`config.mk`:
```
export PLATFORM = sky130hd
export DESIGN_NAME = ssd_digit_scanner
export DESIGN_NICKNAME = d
export VERILOG_FILES = /design/src/rtl/ssd_pkg.sv /design/src/rtl/ssd_tick_gen.sv /design/src/rtl/ssd_digit_scanner.sv
export SDC_FILE = /design/constraint.sdc
export NUM_CORES = 1
export LEC_CHECK = 0
export BUFFER_PORTS_ARGS = -buffer_cell sky130_fd_sc_hd__buf_2
export CORE_ASPECT_RATIO = 1.75
export CORE_UTILIZATION = 60
export CTS_CLUSTER_SIZE = 24
export DETAILED_ROUTE_END_ITERATION = 12
export PLACE_DENSITY_LB_ADDON = 0.3
export SYNTH_ARGS = -nofsm -noshare
export SYNTH_HDL_FRONTEND = slang
export SYNTH_HIERARCHICAL = 1
export SYNTH_SLANG_ARGS = --single-unit
```
`constraint.sdc`:
```
create_clock -name clk_i -period 4.2 [get_ports clk_i]
set_input_delay 0.42 -clock clk_i [delete_from_list [all_inputs] [get_ports clk_i]]
set_output_delay 0.42 -clock clk_i [all_outputs]
set_load 0.005 [all_outputs]
```
`src/rtl/ssd_pkg.sv`:
```
// Shared types and constants for the seven-segment scan blocks.
package ssd_pkg;

  localparam int unsigned max_digits_c = 8;

  // Active-low: all segments off / all digit enables off.
  localparam logic [6:0]              seg_off_c = 7'h7F;
  localparam logic [max_digits_c-1:0] en_off_c  = '1;

  typedef struct packed {
    logic [4*max_digits_c-1:0] nibbles;
    logic [max_digits_c-1:0]   dp;
  } disp_t;

endpackage

```
`src/rtl/ssd_tick_gen.sv`:
```
// Free-running prescaler: counts 0..prescale_p-1 and flags the last count.
module ssd_tick_gen #(
  parameter int unsigned prescale_p = 1000,
  localparam int unsigned cnt_w_c = $clog2(prescale_p)
) (
  input  logic               clk_i,
  input  logic               reset_ni,
  output logic [cnt_w_c-1:0] cnt_o,
  output logic               tick_o
);

  logic [cnt_w_c-1:0] cnt_q;

  assign cnt_o  = cnt_q;
  assign tick_o = (cnt_q == cnt_w_c'(prescale_p - 1));

  always_ff @(posedge clk_i or negedge reset_ni) begin
    if (!reset_ni) begin
      cnt_q <= '0;
    end else if (tick_o) begin
      cnt_q <= '0;
    end else begin
      cnt_q <= cnt_q + 1'b1;
    end
  end

endmodule

```
`src/rtl/ssd_digit_scanner.sv`:
```
// Time-multiplexed common-anode digit scanner with ghost blanking, leading-zero
// suppression and frame-boundary display updates.
module ssd_digit_scanner
  import ssd_pkg::*;
#(
  parameter int unsigned digits_p       = 4,
  parameter int unsigned prescale_p     = 1000,
  parameter int unsigned blank_cycles_p = 1
) (
  input  logic                  clk_i,
  input  logic                  reset_ni,
  input  logic                  valid_i,
  output logic                  ready_o,
  input  logic [4*digits_p-1:0] data_i,
  input  logic [digits_p-1:0]   dp_i,
  input  logic                  lz_suppress_i,
  output logic [3:0]            hex_o,
  output logic [digits_p-1:0]   digit_en_o,
  output logic                  dp_o,
  output logic                  blank_o
);

  localparam int unsigned cnt_w_c = $clog2(prescale_p);
  localparam int unsigned idx_w_c = (digits_p > 1) ? $clog2(digits_p) : 1;

  logic [cnt_w_c-1:0] cnt;
  logic               tick;
  logic [idx_w_c-1:0] idx_q;
  logic               last_idx;
  logic               frame_wrap;
  disp_t              pending_q;
  logic               pending_v_q;
  disp_t              display_q;
  logic               gap;
  logic               lz;
  logic               nz_above;

  ssd_tick_gen #(
    .prescale_p(prescale_p)
  ) u_tick_gen (
    .clk_i   (clk_i),
    .reset_ni(reset_ni),
    .cnt_o   (cnt),
    .tick_o  (tick)
  );

  assign last_idx   = (idx_q == idx_w_c'(digits_p - 1));
  assign frame_wrap = tick && last_idx;
  assign ready_o    = ~pending_v_q;

  // The transfer and capture branches are exclusive since ready_o is low
  // whenever pending holds a value; an accept on frame_wrap is not bypassed.
  always_ff @(posedge clk_i or negedge reset_ni) begin
    if (!reset_ni) begin
      idx_q       <= '0;
      pending_q   <= '0;
      pending_v_q <= 1'b0;
      display_q   <= '0;
    end else begin
      if (tick) begin
        idx_q <= last_idx ? '0 : idx_q + 1'b1;
      end
      if (frame_wrap && pending_v_q) begin
        display_q   <= pending_q;
        pending_v_q <= 1'b0;
      end else if (valid_i && ready_o) begin
        pending_q.nibbles <= (4 * max_digits_c)'(data_i);
        pending_q.dp      <= max_digits_c'(dp_i);
        pending_v_q       <= 1'b1;
      end
    end
  end

  always_comb begin
    nz_above = 1'b0;
    for (int k = 0; k < int'(digits_p); k++) begin
      if (k >= int'(idx_q) && display_q.nibbles[4*k +: 4] != 4'h0) begin
        nz_above = 1'b1;
      end
    end
  end

  assign gap        = (cnt < cnt_w_c'(blank_cycles_p));
  assign lz         = lz_suppress_i && (idx_q != '0) && !nz_above;
  assign blank_o    = gap || lz;
  assign hex_o      = display_q.nibbles[4*int'(idx_q) +: 4];
  assign digit_en_o = blank_o ? en_off_c[digits_p-1:0] : ~(digits_p'(1) << idx_q);
  assign dp_o       = blank_o ? 1'b1 : ~display_q.dp[idx_q];

endmodule

```
* After elaboration in Yosys (flattened, before gate mapping) *
Cells that the tools add are included.

operators by class
  $lt $le $gt $ge = 5
  eq/ne operators = 2
  muxes and demuxes = 12
  bitwise gates (word level) = 4
  shifts and indexed selects = 2
  reduce and logical (&&, ||, !) cells = 17
  add/sub/neg operators = 2

operators by type and width
  operator                                                          count
  indexed part select 32 x 5 -> 4 bit                               1
  nonzero test 4 bit                                                4
  adder 10 x 1 -> 10 bit, second input constant                     1
  == test 10 bit, second input constant                             1
  less-than comparator 10 x 1 -> 1 bit, second input constant       1
  two-way mux 10 bit                                                1
  logical AND 1 bit                                                 8
  two-way mux 1 bit                                                 8
  greater-or-equal comparator 1 x 2 -> 1 bit, first input constant  2
  less-than comparator 2 x 4 -> 1 bit, second input constant        1
  two-way mux 4 bit                                                 1
  NOT 4 bit                                                         1
  nonzero test 2 bit                                                2
  << shifter 1 x 2 -> 4 bit, first input constant                   1
  NOT 1 bit                                                         3
  adder 2 x 1 -> 2 bit, second input constant                       1
  binary-select mux 1 bit (select 2 bit)                            1
  == test 2 bit, second input constant                              1
  greater-or-equal comparator 2 bit, first input constant           1
  two-way mux 2 bit                                                 1
  AND reduction 2 bit                                               1
  zero test 1 bit                                                   1
  logical OR 1 bit                                                  1

word-level totals
  input bits = 24
  register bits after elaboration = 53
  output and inout bits = 11
  logic and storage cells = 51

* Depth between registers and ports, before layout *
Gate-level depths: netlist of run 1.

  word-level depth = 10
  mapped depth = 8
  depth with buffers taken out = 6

* Hierarchy *
Netlist of run 1, hierarchy kept.

by module, submodules not included
  module             area each (um2)  cells each  seq. area each (um2)  times used
  ssd_digit_scanner  2003.2           126         1076.0                1
  ssd_tick_gen       483.0            43          250.2                 1

* Worst setup path after synthesis of run 1 *
Ideal clock, no wire load.

  kind = register to register
  from = register u_tick_gen.cnt_q[0] (netlist: u_tick_gen/cnt_o[0])
  to = register display_q[10] (netlist bit)
  clock period less this slack = 1.915 ns
  stages on the path, launching flop included = 9
  setup slack = 2.285 ns
  path buffers = 2
  data required time = 4.075 ns
  library setup time = 0.125 ns
  arrival time = 1.790 ns
  path through = dfrtp_1 > ha_1 > nand3_1 > nor3_2 > and3_1 > buf_2 > nand3_2 > buf_6 > mux2_4

on the way
  longest elaborated chain between the ends = 3

RTL lines
  what                    line                     source
  from (decl)             ssd_tick_gen.sv:12       logic [cnt_w_c-1:0] cnt_q;
  from (signal assigned)  ssd_tick_gen.sv:23       cnt_q <= cnt_q + 1'b1;
  == test 10 bit          ssd_tick_gen.sv:15       assign tick_o = (cnt_q == cnt_w_c'(prescale_p - 1));
  net tick                ssd_digit_scanner.sv:27  logic tick;
  logical AND 1 bit       ssd_digit_scanner.sv:48  assign frame_wrap = tick && last_idx;
  logical AND 1 bit       ssd_digit_scanner.sv:63  if (frame_wrap && pending_v_q) begin
  to (signal assigned)    ssd_digit_scanner.sv:64  display_q <= pending_q;
  to (decl)               ssd_digit_scanner.sv:33  disp_t display_q;

The timed path passes the listed nets, and every way through them passes these cells.
A chain may end at the register's enable or synchronous reset.

* Worst setup path in the final report of run 1 *
  from = register idx_q[0]
  to = output port dp_o

on the way
  longest elaborated chain between the ends = 10
  elaborated cells on any way between the ends = 19
  classes of those cells = 3 x order compare; 7 x mux; 1 x bitwise; 8 x reduce/logical

RTL lines
  what                                        line                     source
  from (decl)                                 ssd_digit_scanner.sv:28  logic [idx_w_c-1:0] idx_q;
  from (signal assigned)                      ssd_digit_scanner.sv:61  idx_q <= last_idx ? '0 : idx_q + 1'b1;
  greater-or-equal comparator 1 x 2 -> 1 bit  ssd_digit_scanner.sv:77  if (k >= int'(idx_q) && display_q.nibbles[4*k +: 4] != 4'h0) begin
  logical AND 1 bit                           ssd_digit_scanner.sv:77
  two-way mux 1 bit (4 in a row)              ssd_digit_scanner.sv:77
  zero test 1 bit                             ssd_digit_scanner.sv:84  assign lz = lz_suppress_i && (idx_q != '0) && !nz_above;
  logical AND 1 bit                           ssd_digit_scanner.sv:84
  logical OR 1 bit                            ssd_digit_scanner.sv:85  assign blank_o = gap || lz;
  two-way mux 1 bit (*)                       ssd_digit_scanner.sv:88  assign dp_o = blank_o ? 1'b1 : ~display_q.dp[idx_q];
  to (decl)                                   ssd_digit_scanner.sv:19  output logic dp_o,

Every way passes the cells marked *; elsewhere a longest branch is shown, timed or not. The select of a mux whose other input is x is not followed.

==> metrics.csv, run 1 <==
metric,value,unit
wl,4.62,mm
endpoint_kind,output port,
rrSetupSlack,1.44,ns
antennaDiodeCount,0,
cts_setup_buffers,0,
synth_cell_types,35,
clock_tree.root_cell,clkbuf_8,
final_cell_mix,"dfrtp_1, buf_2, mux2_2",
placed_area,2670,µm²
startpoint_type,flip-flop,
p_leak,1.36,nW
io_buffers,34,
final_core_utilization,70.8,%
synth_compound_area_share,4.63,%
hp-class,in -> async,
path_max_fanout,10,
htree_levels,2,
coreArea,3900,µm²
yosysSeqAreaShare,53.3,%
whs,0.307,ns
multiInputGateArea,1090,µm²
switching_share,23.0,%
syn_inst,169,
path_clk_slew,0.10,ns
dp.cells,246,
die_width,50.7,µm
wl_per_cell,18.2,µm
skew,0.0122,ns
place.gp.congestion,0.783,
first_pass_iters,4,
p_per_area,320,nW/µm²
p_clk_share,32.9,%
syn_area,2490,µm²
yosys.area_share.simple,8.66,%
die_height,87.2,µm
drtIter0Drc,45,
yosys_warnings,6,
cpMaxStageDelayCell,dfrtp_1,
seqCellArea,1330,µm²
clk_latency,0.31,ns
die-area,4420,µm²
setup-tns-final,0,ns
synth_fa_ha_area_share,3.02,%
fin_crit_sh,65.8,%
grt_pass1_vias,1627,
min_period,2.76,ns
comb_power_share,5.1,%
areaGrowthSynthToFinish,11.2,%
synthXorXnorAreaFrac,1.76,%
initial_core_util,63.7,%
switching_power,0.204,mW
r2r_start,u_tick_gen/cnt_o[0],
antenna_found_initial,0,
cts_tree,built,
power,0.885,mW
synth.area.mux_share,25.7,%
fillers,285,
dp_worst_setup_slack,1.50,ns
setup_viol,0,
grt_max_degree,54,
clock.fmax,362,MHz
synth-edff-count,0,
worstPathCellList,"inv_1, ha_1, nor4_2, o2111ai_2, o211ai_1, buf_2",
dr_total_vias,1514,
drc,0,
timing.final.ws_setup,1.44,ns
drv_cap,0,
seqPwrFrac,62.1,%
rr_endpoint,display_q[10],
worstSetupPathType,reg -> out,
cts_hold_buf,0,
stdcell_count,254,
track_usage,24.4,%
synth_flop_cell,dfrtp_1,
tightest_slew,1.12,ns
syn_avg_cell_area,14.7,µm²
final_nets,235,
cpPeakStageDelay,0.66,ns
rsz0062_at_grt,no,
internal-power,0.681,mW
grt_pass1_wl,7.82,mm
dpl.hpwl,3.47,mm
slew_violations,0,
via_per_inst,5.96,
drive_above_1_share,46.6,%
r2r_cells,6,
stdcell_area,2760,µm²
async_flop_share,100,%
post_cts_resized,0,
grt_overflow_total,0,
synth_seq_cells,53,
syn-num-nets,199,
placementRows,30,
clk_path_buf_depth,2,
num_io_pins,35,
antenna_left,0,
final_common_cell,dfrtp_1,
status,"complete, no violations",
synth_top_family_by_area,multiplexers,
slew_headroom,25.3,%
finalHoldViolations,0,
cts-buffers-inserted,5,
cts.sinks,53,
crit_arrival,2.34,ns
critPathRequiredTime,3.78,ns
ir_drop,0.390,mV
-- worst max-delay path by stage --
stage,startpoint,to,cells after the start
2_1_floorplan,u_tick_gen/cnt_o[0],display_q[10],8
3_3_place_gp,u_tick_gen/cnt_o[0],display_q[9],6
4_1_cts,idx_q[0],dp_o,6
5_1_grt,u_tick_gen/cnt_o[0],display_q[8],6
3_5_place_dp,u_tick_gen/cnt_o[0],display_q[14],6
6_report,idx_q[0],dp_o,6
-- layout make-up --
class / instances / share of cell area, %
sequential: 53 / 48.0
multi-input combinational: 105 / 39.3
tap: 48 / 2.17
clock inverter: 3 / 0.905
timing repair buffer: 35 / 6.43
clock buffer: 5 / 2.49
inverter: 5 / 0.679
-- registers in the layout (all words and copies together) (netlist names) --
register and flops:
idx_q 2, pending_q 20, u_tick_gen/cnt_o 10, pending_v_q 1, display_q 20
-- logic make-up (layout without fill, tap and decap cells) --
kind of cell	count (synthesis)	count (layout)
buf+inv	11	48
simple gates	34	34
xor+xnor	5	5
mux	45	45
flops	53	53
compound gates	15	15
fa+ha+maj	6	6
-- routing by layer --
metal	part of all wire (%)	global-route usage (%)
met1	37	27.7
met2	57	44.0
met3	4.6	5.76
met4	1.3	8.33
met5	0	0
-- power groups by stage --
stage	Combinational, mW	Clock (mW)	Sequential [mW]
detailed placement	0.0460	0	0.560
CTS	0.0463	0.300	0.550
finish	0.0447	0.291	0.549
floorplan	0.0226	0	0.554
global placement	0.0423	0	0.557
global route	0.0504	0.321	0.553
-- synth_stat cells, types with 4 or more instances --
library cell / number / area share, %
inv_1: 5 / 0.75
mux2_2: 21 / 9.5
nand3_1: 7 / 1.4
o211ai_1: 4 / 1.2
mux2_4: 19 / 11
ha_1: 6 / 3.0
dfrtp_1: 53 / 53
nor2_1: 7 / 1.1
mux4_2: 4 / 3.6
-- worst max-delay path: cells and delay by family, from the launching register on --
kind,cells,cell delay (ns)
AOI/OAI and AO/OA,2,0.45
DFF,1,0.66
and+or+nand+nor,1,0.33
adders and majority gates,1,0.28
buffers and inverters,2,0.31
Note: power is estimated with default switching activity, not from simulation.
==> inputs of run 2 (changes only) <==
CORE_UTILIZATION = 51   (was 60)
clock period = 2.4 ns   (was 4.2 ns; I/O delays follow)
==> run 2 against run 1 <==
Against the previous run:
- register-to-register slack got worse by 1.1 ns
- combinational power is 80% higher
- total power increased by 85%
- critical path depth is the same
- clock-buffer cell count rose by 1
- wire length is 1.0% lower
- clock power increased by 100%
- utilization is 10 points lower
- cell area grew 2.6%
- sequential cell count is the same
- clock skew is 0.0079 ns lower
- sequential share of layout area down 1.2 points
- critical endpoint unchanged
==> metrics.csv, run 2 (synthesis gave the netlist of run 1 again) <==
metric,value,unit
status,"complete, no violations",
p_per_area,578,nW/µm²
rsz0062_at_grt,no,
die_width,54.8,µm
tightest_slew,0.593,ns
final_cell_mix,"dfrtp_1, buf_2, mux2_2",
initial_core_util,53.3,%
cts_tree,built,
num_io_pins,35,
stdcell_count,264,
wl,4.57,mm
finalHoldViolations,0,
slew_violations,0,
track_usage,21.2,%
dp_worst_setup_slack,0.391,ns
via_per_inst,5.81,
coreArea,4670,µm²
path_max_fanout,10,
cts-buffers-inserted,5,
setup_viol,0,
skew,0.00428,ns
die_height,94.4,µm
place.gp.congestion,0.735,
grt_max_degree,28,
io_buffers,34,
drive_above_1_share,47.6,%
comb_power_share,4.9,%
dp.cells,255,
grt_pass1_vias,1542,
drv_cap,0,
timing.final.ws_setup,0.185,ns
final_common_cell,dfrtp_1,
areaGrowthSynthToFinish,14.0,%
grt_overflow_total,0,
internal-power,1.30,mW
dpl.hpwl,3.55,mm
dr_total_vias,1533,
endpoint_kind,output port,
hp-class,in -> reg,
min_period,2.21,ns
clk_path_buf_depth,2,
antennaDiodeCount,0,
final_nets,241,
critPathRequiredTime,2.16,ns
clock_tree.root_cell,clkbuf_8,
first_pass_iters,4,
worstSetupPathType,reg -> out,
slew_headroom,60.5,%
drc,0,
placementRows,33,
htree_levels,2,
p_clk_share,36.3,%
path_clk_slew,0.09,ns
p_leak,1.40,nW
grt_pass1_wl,7.71,mm
wl_per_cell,17.3,µm
startpoint_type,flip-flop,
ir_drop,0.544,mV
whs,0.162,ns
rrSetupSlack,0.38,ns
fillers,373,
setup-tns-final,0,ns
switching_share,20.8,%
die-area,5170,µm²
cts.sinks,53,
antenna_left,0,
drtIter0Drc,26,
clock.fmax,451,MHz
crit_arrival,1.97,ns
seqPwrFrac,58.8,%
switching_power,0.340,mW
fin_crit_sh,92.3,%
antenna_found_initial,0,
clk_latency,0.30,ns
## run 2: cell types whose count changed in the layout (fill, tap and decap cells not counted)
cell           previous run  this run
bufinv_16                 0         1
clkinvlp_4                1         0
clkbuf_1                  0         1
buf_4                     1         6
dlygate4sd3_1             0         1
dfrtp_1                  53        52
inv_6                     1         0
dfrtp_2                   0         1
## run 2: repair_timing
| action | in CTS | in global routing |
|---|---|---|
| gates resized for setup | 0 | 1 |
| endpoints found under the setup margin | 0 | 5 |
| setup buffers | 0 | 0 |
| hold buffers | 1 | 0 |
| hold endpoints to repair | 25 | 0 |
## run 2: worst paths after layout
check,end,start,depth (start not counted)
max in group asynchronous,u_tick_gen/cnt_o[2],reset_ni,3
max,dp_o,idx_q[1],6
min reg2reg,display_q[18],pending_q[18],1
min in group asynchronous,pending_q[14],reset_ni,2
max reg2reg,display_q[9],u_tick_gen/cnt_o[0],7
min,pending_q[23],data_i[15],2
## run 2: per-stage QoR
step	util, %	power (mW)	area [µm²]
2_1_floorplan	-	1.01	2490
3_3_place_gp	58.1	1.05	2710
3_5_place_dp	58.1	1.06	2710
4_1_cts	60.7	1.66	2830
5_1_grt	60.8	1.71	2840
6_report	60.8	1.64	2840
## run 2: critical path, stage by stage (launching register included)
cell       delay, ns
dfrtp_2         0.49
inv_1           0.11
ha_1            0.23
nor4_2          0.29
o2111ai_2       0.21
o211ai_1        0.21
buf_2           0.14
## run 2: cell type report
type / count / area (µm²) / share of cell area [%]
clock inverters: 2 / 38.8 / 1.37
clock buffers: 6 / 72.6 / 2.56
inverters: 5 / 18.8 / 0.662
repair buffers: 41 / 225 / 7.94
flip-flops and latches: 53 / 1330 / 46.8
well taps: 52 / 65.1 / 2.29
multi-input cells: 105 / 1090 / 38.3
## run 2: power groups by stage
stage          registers (mW)  clock network, mW  logic (mW)
2_1_floorplan           0.969                  0      0.0395
3_3_place_gp            0.978                  0      0.0764
3_5_place_dp            0.982                  0      0.0819
4_1_cts                 0.964              0.611      0.0835
5_1_grt                 0.970              0.647      0.0927
6_report                0.963              0.595      0.0805
## run 2: metal layers
metal  track usage, %  vias up  share of wire (%)
li1                 -      702                  -
met1             25.9      784                 39
met2             35.9       39                 55
met3             4.35        8                3.4
met4             6.62        0                1.7
met5                0        -                  0
